**src/rtl/axis_keep_packer.sv**
```systemverilog
// AXI-Stream byte packer: squeezes null (tkeep=0) bytes out of a stream so every
// beat is full except the last beat of a packet, which is low-aligned.
module axis_keep_packer #(
  parameter int AXIS_BYTES = 4
) (
  input  logic                    clk,
  input  logic                    sresetn,
  output logic                    axis_i_tready,
  input  logic                    axis_i_tvalid,
  input  logic                    axis_i_tlast,
  input  logic [AXIS_BYTES-1:0]   axis_i_tkeep,
  input  logic [AXIS_BYTES*8-1:0] axis_i_tdata,
  input  logic                    axis_o_tready,
  output logic                    axis_o_tvalid,
  output logic                    axis_o_tlast,
  output logic [AXIS_BYTES-1:0]   axis_o_tkeep,
  output logic [AXIS_BYTES*8-1:0] axis_o_tdata
);

  localparam int DEPTH = 2 * AXIS_BYTES;
  localparam int CW    = $clog2(DEPTH + 1);

  logic [7:0]    buf_q [DEPTH];
  logic [7:0]    buf_d [DEPTH];
  logic [CW-1:0] count_q, count_d;
  logic          last_pending_q, last_pending_d;
  logic          i_fire, o_fire;

  // Handshakes depend only on registered state, so input never reaches output combinationally.
  assign axis_i_tready = sresetn && !last_pending_q && (int'(count_q) <= AXIS_BYTES);
  assign axis_o_tvalid = sresetn && ((int'(count_q) >= AXIS_BYTES) || last_pending_q);
  assign axis_o_tlast  = sresetn && last_pending_q && (int'(count_q) <= AXIS_BYTES);

  assign i_fire = axis_i_tvalid && axis_i_tready;
  assign o_fire = axis_o_tvalid && axis_o_tready;

  always_comb begin
    axis_o_tkeep = '0;
    axis_o_tdata = '0;
    for (int k = 0; k < AXIS_BYTES; k++) begin
      if (sresetn && (int'(count_q) > k)) begin
        axis_o_tkeep[k]       = 1'b1;
        axis_o_tdata[8*k +: 8] = buf_q[k];
      end
    end
  end

  // Shift out first, then append kept bytes at the post-shift fill level.
  always_comb begin
    int pos;
    buf_d          = buf_q;
    last_pending_d = last_pending_q;
    pos            = int'(count_q);

    if (o_fire) begin
      for (int j = 0; j < AXIS_BYTES; j++) begin
        buf_d[j]              = buf_q[j + AXIS_BYTES];
        buf_d[j + AXIS_BYTES] = 8'h00;
      end
      pos = (pos >= AXIS_BYTES) ? pos - AXIS_BYTES : 0;
      if (axis_o_tlast) begin
        last_pending_d = 1'b0;
      end
    end

    if (i_fire) begin
      for (int k = 0; k < AXIS_BYTES; k++) begin
        if (axis_i_tkeep[k]) begin
          for (int j = 0; j < DEPTH; j++) begin
            if (j == pos) begin
              buf_d[j] = axis_i_tdata[8*k +: 8];
            end
          end
          pos = pos + 1;
        end
      end
      if (axis_i_tlast) begin
        last_pending_d = 1'b1;
      end
    end

    count_d = CW'(pos);
  end

  always_ff @(posedge clk) begin
    if (!sresetn) begin
      for (int j = 0; j < DEPTH; j++) begin
        buf_q[j] <= 8'h00;
      end
      count_q        <= '0;
      last_pending_q <= 1'b0;
    end else begin
      buf_q          <= buf_d;
      count_q        <= count_d;
      last_pending_q <= last_pending_d;
    end
  end

endmodule
```
**config.mk**
```make
export PLATFORM = sky130hd
export DESIGN_NAME = axis_keep_packer
export DESIGN_NICKNAME = d
export VERILOG_FILES = /design/src/rtl/axis_keep_packer.sv
export SDC_FILE = /design/constraint.sdc
export NUM_CORES = 1
export LEC_CHECK = 0
export ABC_AREA = 1
export CAP_MARGIN = 20
export CORE_MARGIN = 3
export CORE_UTILIZATION = 55
export CTS_BUF_LIST = sky130_fd_sc_hd__clkbuf_8
export DETAILED_ROUTE_END_ITERATION = 16
export PLACE_DENSITY = 0.77
export SYNTH_ARGS = -nofsm -noshare
export SYNTH_HDL_FRONTEND = slang
export SYNTH_SLANG_ARGS = --single-unit
```
**constraint.sdc**
```tcl
create_clock -name clk -period 7 [get_ports clk]
set_input_delay 1.4 -clock clk [delete_from_list [all_inputs] [get_ports clk]]
set_output_delay 1.4 -clock clk [all_outputs]
set_load 0.03 [all_outputs]
```
==> results.toml <==
[cts]
tritoncts = "done"
cts_root_buf = "clkbuf_8"
cts_resized = 0
postCtsSetupRepairBufs = 0
clk_latency_ns = 0.38
clkSinkCount = 69
cts_hold_buf = 0
htree_levels = 3
clkTransAtPathRegs_ns = 0.08
cts_buffers = 9
clk_path_buf_depth = 2

[cells_and_area]
multi_input_area_sq_um = 6289
synthToLayoutAreaGrowth_pct = 12.43
layout_commonest_cell = "nand2_1"
seqCellArea_sq_um = 1381
fill_cells = 1565
drive_above_1_share = 0.09108
final_cell_mix = "447 x nand2_1, 191 x nand3_1, 178 x inv_1, 175 x o21ai_0, 83 x nor2_1"
layout.nets = 1674

[synth]
synth_warnings = 0
ys.flop_type = "dfxtp_1"
syn_area_sq_um = 8687
ys_types = 45
yosysSeqAreaShare = 0.1590
synth_edf_count = 0
post_synth.cell_area_avg_sq_um = 5.537
ys_ff_latch = 69
netlist_instances = 1569
async_reset_ff_frac = 0

[sta]
finalSetupViolCount = 0
setup_tns_ns = 0
clock.fmax_mhz = 163.7
slew_viol_final = 0
setup_slack_ns = 0.8899
fin_skew_ns = 0.01320
relSlewSlack = 0.3233
final-hold-violation-count = 0
worst_pin_slew_ns = 1.015
min_period_ns = 6.110
period_share = 0.8729
rsz0062_at_grt = "no"

[power]
p_per_area_nw_per_um2 = 173.4
power.leakage_nw = 4.424
ir_drop_v = 0.0001812

[die]
io_pins = 80
die_x_um = 131.7
die_area_sq_um = 17340
fp.coreArea_sq_um = 15310
dieHeight_um = 131.7
initial_utilization = 0.5672
rows = 45

[run]
drv_cap = 0

[global_routing]
grt_use_met3 = 0.08423
grt_pass1_wl_um = 51780
use_met2 = 0.5338
grt_overflow_total = 0
grtUsageMet1 = 0.5444
grt_pass1_vias = 9295
grt_antenna_before_repair = 0
grt_usage = 0.3760
busiest_layer = "met1"
grt_max_degree = 97

[detailed_routing]
first_iter_violations = 1632
dr_total_vias = 10970
wl_um = 34100
drc = 0
first_pass_iters = 6
vias_per_cell = 6.002
ant_nets = 0
wl_per_cell_um = 18.66

[critical_path]
crit_fanout = 9
cp_common_cell = "nand2_1"
crit_path_max_incr_delay_ns = 0.60
critical_path_arrival_ns = 6.39
start_kind = "primary input"
setup.worst_path.class = "primary input to register"
cp-end-kind = "register"
cp.required_ns = 7.28
crit_slowest_cell = "clkdlybuf4s50_1"

[place]
place_hpwl_um = 24310
pre_cts_slack_ns = 0.6057
finalWeightedCongestion = 1.018
port_buffers = 79

[outcome]
status = "completed"

[min_path]
hold_class = "register to register"
[routing by layer]
| metal | part of all wire | wire (um) |
|---|---|---|
| met1 | 0.41 | 14140 |
| met2 | 0.40 | 13780 |
| met3 | 0.14 | 4746 |
| met4 | 0.042 | 1431 |
| met5 | 0 | 0 |
[cells in the mapped netlist, types with 17 or more instances]
cell type    n  area [sq um]
a21oi_1     72         360.4
buf_2       17         85.08
clkbuf_1    47         176.4
dfxtp_1     69          1381
ha_1        23         287.8
inv_1      178         668.1
nand2_1    447          1678
nand3_1    191         955.9
nand4_1     24         150.1
nor2_1      83         311.6
nor3_1      19         95.09
o211ai_1    37         277.8
o21ai_0    175         875.8
o21ai_1     20         100.1
o21bai_1    26         195.2
or2_2       37         231.5
[per-stage QoR]
| step | hold slack (ns) | utilization | power, W | area [sq um] | instances |
|---|---|---|---|---|---|
| after floorplan | 0.4671 | - | 0.001132 | 8702 | 1573 |
| after global placement | 0.4852 | 0.6266 | 0.001356 | 9595 | 1810 |
| after detailed placement | 0.4851 | 0.6266 | 0.001364 | 9595 | 1810 |
| after CTS | 0.4983 | 0.6374 | 0.001667 | 9762 | 1825 |
| after global routing | 0.5461 | 0.6374 | 0.001811 | 9762 | 1825 |
| final | 0.5015 | 0.6377 | 0.001694 | 9767 | 1827 |
[sequential cells by signal (all words and copies together), names as in the netlist]
name	cells
buf_q	64
count_q	4
last_pending_q	1
[worst max-delay path: cells and delay by family]
family,cells,cell delay [ns]
AND/OR/NAND/NOR,19,2.98
AO/OA/AOI/OAI,1,0.17
buffers and inverters,6,1.12
adder cells (fa/ha/maj),3,0.72
[power by group]
| part | total (W) | switching [W] | leakage, nW | internal [W] |
|---|---|---|---|---|
| sequential | 0.000476 | 0.0000301 | 0.564 | 0.000446 |
| combinational | 0.000912 | 0.000580 | 3.77 | 0.000332 |
| clock | 0.000306 | 0.000172 | 0.0854 | 0.000134 |
[cell type report]
cell class / count / share of cell area
multi-input cells: 1240 / 0.6439
clock inverters: 5 / 0.002946
inverters: 190 / 0.07302
flip-flops and latches: 69 / 0.1414
clock buffers: 10 / 0.01409
diodes: 2 / 0.0005124
well taps: 211 / 0.02703
repair buffers: 100 / 0.09710
[worst paths after layout]
path	from	to	slack (ns)	cells past startpoint
worst max-delay path	axis_o_tready	buf_q[12]$_SDFF_PN0_	0.89	29
worst min-delay path	last_pending_q$_SDFF_PN0_	last_pending_q$_SDFF_PN0_	0.50	2
worst max register to register	count_q[2]$_SDFF_PN0_	buf_q[12]$_SDFF_PN0_	1.60	31
worst min register to register	last_pending_q$_SDFF_PN0_	last_pending_q$_SDFF_PN0_	0.50	2
[cell families (layout without fill, tap and decap cells)]
logic type	Yosys count	after routing	synth area share
flops	69	69	0.1590
simple gates	864	864	0.4626
fa+ha+maj	23	23	0.03313
other cells	1	7	0.0004317
buf+inv	264	305	0.1197
xor+xnor	3	3	0.003025
compound gates	345	345	0.2221
No activity file was read; power rests on OpenSTA's default activity.
